**src/rtl/countdown_timer_100hz_if.sv**
```systemverilog
`default_nettype none
// ============================================================================
//  Module      : countdown_timer_100hz_if
//  Description : Command/status bundle between the button edge-detect logic,
//                the countdown timer and the FND controller.
//  Revision    : 1.0 - initial release
// ============================================================================
interface countdown_timer_100hz_if;
   logic        i_run_stop;
   logic        i_clear;
   logic        i_load;
   logic [13:0] i_preset;
   logic [13:0] o_count;
   logic        o_running;
   logic        o_expired;
   logic        o_done;

   // Command source: issues pulses and preset, observes the timer status.
   modport master (
      output i_run_stop, i_clear, i_load, i_preset,
      input  o_count, o_running, o_expired, o_done
   );

   // Timer side: consumes commands, drives count and status.
   modport slave (
      input  i_run_stop, i_clear, i_load, i_preset,
      output o_count, o_running, o_expired, o_done
   );
endinterface
`default_nettype wire

```
**src/rtl/countdown_timer_100hz.sv**
```systemverilog
`default_nettype none
// ============================================================================
//  Module      : countdown_timer_100hz
//  Description : Loadable 0-9999 countdown decremented at TICK_HZ, with an
//                internal prescaler and an IDLE/RUN/PAUSE/EXPIRED control FSM.
//  Revision    : 1.0 - initial release
// ============================================================================
module countdown_timer_100hz #(
   parameter int CLK_HZ  = 100_000_000,
   parameter int TICK_HZ = 100
) (
   input  wire                          clk,
   input  wire                          reset,
   countdown_timer_100hz_if.slave       bus
);

   localparam int          DIV         = CLK_HZ / TICK_HZ;
   localparam int          PW          = (DIV > 2) ? $clog2(DIV) : 1;
   localparam logic [13:0] c_MAX_COUNT = 14'd9999;
   localparam logic [PW-1:0] c_PRESC_TOP = PW'(DIV - 1);

   typedef enum logic [1:0] {
      S_IDLE    = 2'd0,
      S_RUN     = 2'd1,
      S_PAUSE   = 2'd2,
      S_EXPIRED = 2'd3
   } state_t;

   state_t        state_q, state_d;
   logic [13:0]   count_q, count_d;
   logic [PW-1:0] presc_q, presc_d;
   logic          done_q,  done_d;

   logic          w_tick;
   logic [13:0]   w_preset_clamped;

   // A tick fires on the last prescaler cycle of a RUN period; the
   // decrement it causes lands on the following edge.
   assign w_tick           = (state_q == S_RUN) && (presc_q == c_PRESC_TOP);
   assign w_preset_clamped = (bus.i_preset > c_MAX_COUNT) ? c_MAX_COUNT : bus.i_preset;

   // State, count, prescaler and done registers with asynchronous reset.
   always_ff @(posedge clk or posedge reset) begin
      if (reset) begin
         state_q <= S_IDLE;
         count_q <= '0;
         presc_q <= '0;
         done_q  <= 1'b0;
      end else begin
         state_q <= state_d;
         count_q <= count_d;
         presc_q <= presc_d;
         done_q  <= done_d;
      end
   end

   // Next-state logic: per-state behaviour first, then clear/load override it.
   always_comb begin
      state_d = state_q;
      count_d = count_q;
      presc_d = presc_q;
      done_d  = 1'b0;

      case (state_q)
         S_IDLE: begin
            presc_d = '0;
            // A zero count has nothing to count down, so run is refused.
            if (bus.i_run_stop && (count_q != 14'd0)) begin
               state_d = S_RUN;
            end
         end

         S_RUN: begin
            if (count_q == 14'd0) begin
               // Defensive: never decrement past zero.
               state_d = S_EXPIRED;
               presc_d = '0;
            end else begin
               presc_d = w_tick ? '0 : presc_q + 1'b1;
               if (w_tick && (count_q == 14'd1)) begin
                  // Expiry takes precedence over a simultaneous pause.
                  count_d = 14'd0;
                  state_d = S_EXPIRED;
                  done_d  = 1'b1;
                  presc_d = '0;
               end else begin
                  if (w_tick) begin
                     count_d = count_q - 14'd1;
                  end
                  if (bus.i_run_stop) begin
                     state_d = S_PAUSE;
                  end
               end
            end
         end

         S_PAUSE: begin
            // Prescaler holds so partial-tick time survives the pause.
            if (bus.i_run_stop) begin
               state_d = S_RUN;
            end
         end

         S_EXPIRED: begin
            presc_d = '0;
         end

         default: begin
            state_d = S_IDLE;
            presc_d = '0;
         end
      endcase

      if (bus.i_clear) begin
         state_d = S_IDLE;
         count_d = 14'd0;
         presc_d = '0;
         done_d  = 1'b0;
      end else if (bus.i_load && (state_q != S_RUN)) begin
         state_d = S_IDLE;
         count_d = w_preset_clamped;
         presc_d = '0;
         done_d  = 1'b0;
      end
   end

   assign bus.o_count   = count_q;
   assign bus.o_running = (state_q == S_RUN);
   assign bus.o_expired = (state_q == S_EXPIRED);
   assign bus.o_done    = done_q;

endmodule
`default_nettype wire

```
**src/flat_wrapper.sv**
```systemverilog
// flat-port wrapper written by rule: the top's interface ports become plain ports
module countdown_timer_100hz_flat 
#(
   parameter int CLK_HZ  = 100_000_000,
   parameter int TICK_HZ = 100
)
  (clk, reset, bus_i_run_stop, bus_i_clear, bus_i_load, bus_i_preset, bus_o_count, bus_o_running, bus_o_expired, bus_o_done);
  countdown_timer_100hz_if bus_i ();
  input  wire clk;
  input  wire reset;
  input wire logic [$bits(bus_i.i_run_stop)-1:0] bus_i_run_stop;
  input wire logic [$bits(bus_i.i_clear)-1:0] bus_i_clear;
  input wire logic [$bits(bus_i.i_load)-1:0] bus_i_load;
  input wire logic [$bits(bus_i.i_preset)-1:0] bus_i_preset;
  output wire logic [$bits(bus_i.o_count)-1:0] bus_o_count;
  output wire logic [$bits(bus_i.o_running)-1:0] bus_o_running;
  output wire logic [$bits(bus_i.o_expired)-1:0] bus_o_expired;
  output wire logic [$bits(bus_i.o_done)-1:0] bus_o_done;
  assign bus_i.i_run_stop = bus_i_run_stop;
  assign bus_i.i_clear = bus_i_clear;
  assign bus_i.i_load = bus_i_load;
  assign bus_i.i_preset = bus_i_preset;
  assign bus_o_count = bus_i.o_count;
  assign bus_o_running = bus_i.o_running;
  assign bus_o_expired = bus_i.o_expired;
  assign bus_o_done = bus_i.o_done;
  countdown_timer_100hz #(.CLK_HZ(CLK_HZ), .TICK_HZ(TICK_HZ)) u_core (.clk(clk), .reset(reset), .bus(bus_i));
endmodule
```
**config.mk**
```make
export PLATFORM = sky130hd
export DESIGN_NAME = countdown_timer_100hz_flat
export DESIGN_NICKNAME = d
export VERILOG_FILES = /design/src/rtl/countdown_timer_100hz_if.sv /design/src/rtl/countdown_timer_100hz.sv /design/src/flat_wrapper.sv
export SDC_FILE = /design/constraint.sdc
export NUM_CORES = 1
export LEC_CHECK = 0
export CAP_MARGIN = 25
export CORE_ASPECT_RATIO = 0.8
export CORE_MARGIN = 2
export CORE_UTILIZATION = 30
export DETAILED_ROUTE_END_ITERATION = 7
export PLACE_DENSITY = 0.48
export SLEW_MARGIN = 20
export SYNTH_ARGS = -nofsm -noshare
export SYNTH_HDL_FRONTEND = slang
export SYNTH_SLANG_ARGS = --single-unit
```
**constraint.sdc**
```tcl
create_clock -name clk -period 3 [get_ports clk]
set_input_delay 0.6 -clock clk [delete_from_list [all_inputs] [get_ports clk]]
set_output_delay 0.6 -clock clk [all_outputs]
set_load 0.05 [all_outputs]
```
==> run metrics <==
status=completed; Clk Latency, worst-skew pair=around 0.29 ns; Worst R2R Path Depth=7; CP arrival=1.89 ns; hpwl dp=5.21 mm; reg2reg start=u_core.state_q[0]$_DFFE_PP0P_; Core Region=8600 sq um; initial antenna violation count=0; FF-to-FF setup slack=~0.65 ns; vias=roughly 2.3k; R2R Path End=u_core.presc_q[8]$_DFFE_PP0P_; final wirelength=7.08 mm; layout cells sized above 1=12.7%; Vias per Instance=roughly 5.3; DRT antenna net count=0; placed insts=about 430; GP Congestion=0.771; GR met2 Demand/Resource=21.5%; synthesis-to-finish area growth=20.1%; post_cts resized=0; die area=9740 sq um; fmax=0.402 GHz; Power Density=745 nW/um^2; max-slew violation count=0; Least-Margin Pin Slew=0.750 ns; unrepaired setup endpoints after global routing=false; # DRC=0; DR pass1 iterations=4; Top FF cell, synth=dfrtp_1; FF/Latch Area=around 930 sq um; max cap viols=0; Pleak=1.26 nW; Die Wd=110 um; setup violators final=0; post-synth top area cell=dfrtp_1; type of element capturing the critical path=output pin; post-synth top area share=34.4%; Rows=30; largest net degree at the start of global routing=38; CTS tree=built; CTS buffer count=5; maximum vdd ir drop=approximately 360 uV; beginning of the worst hold path=u_core.presc_q[0]$_DFFE_PP0P_; Root Driver=clkbuf_8; Max clock buf depth=2; slack of the critical path=between 0.5 and 0.6 ns; sequential element share of the synthesized area=about 34%; placed cell areas=3150 sq um; Die Y=88.7 um; Ys Warns=0; top-count cell post-synth=dfrtp_1; clock transition at the registers of the reported paths=0.08 ns; EDFF count, synth=0; Finished Cell Area=roughly 3200 sq um; CTS Hold Bufs=0; syn_nets=approximately 320; Critical Path Source Type=flip-flop; Diodes inserted=0; total track usage=between 10% and 20%; Avg WL per Cell=16.3 um; synthesized area per cell=9.37 sq um; first-pass GRT wire length=around 12 mm; clock sinks=37; CTS H-Tree Depth=2; critical path class=flip-flop to output pin; hold_ws=0.525 ns; Synth top cells by count=37 x dfrtp_1, 28 x nor2_1, 16 x nand2_1; Initial Utilization=31.3%; grt met3 use=about 2.7%; total negative slack=0 ns; GRT overflow=0; Final Critical Period=about 2.5 ns; Worst Path Required=2.40 ns; Area contributors post-synth=dfrtp_1 34%, ha_1 4.2%, nor2_1 3.9%; non-filler cells, final=435; fraction of registers with async set/reset=100%; post-synth cell types=65; multi-input logic area=1610 sq um; Synth Register Bits=37; Detailed Route Iter0 Violations=about 150; synthesized area=2690 sq um; io pins=36; PortBufs=35; gr busiest metal=met1; fin crit share=82.9%; WHS Path Cells=1; crit-path max FO=4; synthesized instance count=287; Clock Skews=0.00802 ns; Worst Hold Path EP=u_core.presc_q[0]$_DFFE_PP0P_; GRT met1 Usage=24.3%; Final Hold Viols=0; number of global-route vias before repair=around 2.2k; Slew HR=around half; Fillers=897; Layout Nets=350; Post CTS Setup Buffer Count=0; Hold WC Path Type=flip-flop to flip-flop; pre-CTS WS=0.317 ns
[worst max path at each step]
stage	start	endpoint	slack, ns	cells after the start
floorplan	u_core.state_q[1]$_DFFE_PP0P_	u_core.presc_q[8]$_DFFE_PP0P_	0.66	8
global placement	bus_i_load	u_core.presc_q[8]$_DFFE_PP0P_	0.32	6
detailed placement	bus_i_load	u_core.presc_q[4]$_DFFE_PP0P_	0.32	6
CTS	u_core.state_q[1]$_DFFE_PP0P_	bus_o_running	0.52	3
global route	u_core.state_q[1]$_DFFE_PP0P_	bus_o_running	0.46	3
finish	u_core.state_q[1]$_DFFE_PP0P_	bus_o_running	0.51	3
[layout make-up]
type | instances | area share (%)
well taps | 112 | 4.34
clock buffers | 6 | 2.25
clock inverters | 2 | 0.310
repair buffers | 44 | 12.9
multi-input cells | 219 | 49.8
inverters | 15 | 1.74
flip-flops and latches | 37 | 28.7
[placed cells by master, fill, tap and decap left out, drive strengths merged, types with 4 or more instances in the layout]
cell type / synthesis / final
a21oi: 6 / 6
a22o: 5 / 5
a22oi: 7 / 7
a31oi: 4 / 4
and2: 6 / 6
and3: 8 / 8
and4: 4 / 4
buf: 10 / 9
clkbuf: 6 / 6
clkdlybuf4s50: 0 / 35
dfrtp: 37 / 37
ha: 9 / 9
inv: 15 / 15
mux2i: 4 / 4
nand2: 16 / 16
nand2b: 6 / 6
nand3: 11 / 11
nand4: 11 / 11
nor2: 28 / 28
nor3: 15 / 15
nor3b: 4 / 4
nor4: 10 / 10
o211ai: 4 / 4
o21ai: 4 / 4
or3: 4 / 4
xnor2: 9 / 9
xor2: 9 / 9
[per-stage QoR]
stage / total power, W / util (%)
after floorplan: 0.00168 / -
after global placement: 0.00207 / 36.6
after detailed placement: 0.00206 / 36.6
after CTS: 0.00242 / 37.6
after global routing: 0.00257 / 37.6
final: 0.00241 / 37.6
[cells by family (layout without fill, tap and decap cells)]
logic type,after synthesis,count (layout),share of synthesized area [%]
buf+inv,31,67,5.77
flops,37,37,34.4
fa+ha+maj,9,9,4.19
compound gates,51,51,15.9
xor+xnor,18,18,5.86
mux,4,4,1.49
simple gates,137,137,32.3
[critical path, stage by stage (launching register included)]
cell and delay, ns:
dfrtp_1 0.40, inv_1 0.13, ha_1 0.25, clkdlybuf4s50_1 0.83
[flip-flops by register name, summed over array words and instances, names as in the netlist]
name                count
u_core.state_q          2
u_core.bus.o_done       1
u_core.bus.o_count     14
u_core.presc_q         20
[per-layer routing]
metal	wire length, um	vias up
met2	2960	48
met5	0	-
met1	3790	1113
li1	-	1132
met4	41	0
met3	289	2
[power by group]
group	leakage [nW]	internal (W)	total [W]	switching (W)
combinational	0.705	0.000521	0.00138	0.000856
clock	0.0450	0.000162	0.000352	0.000190
sequential	0.508	0.000559	0.000679	0.000120
total	1.26	0.00124	0.00241	0.00117
Power figures use the tool's default switching activity.
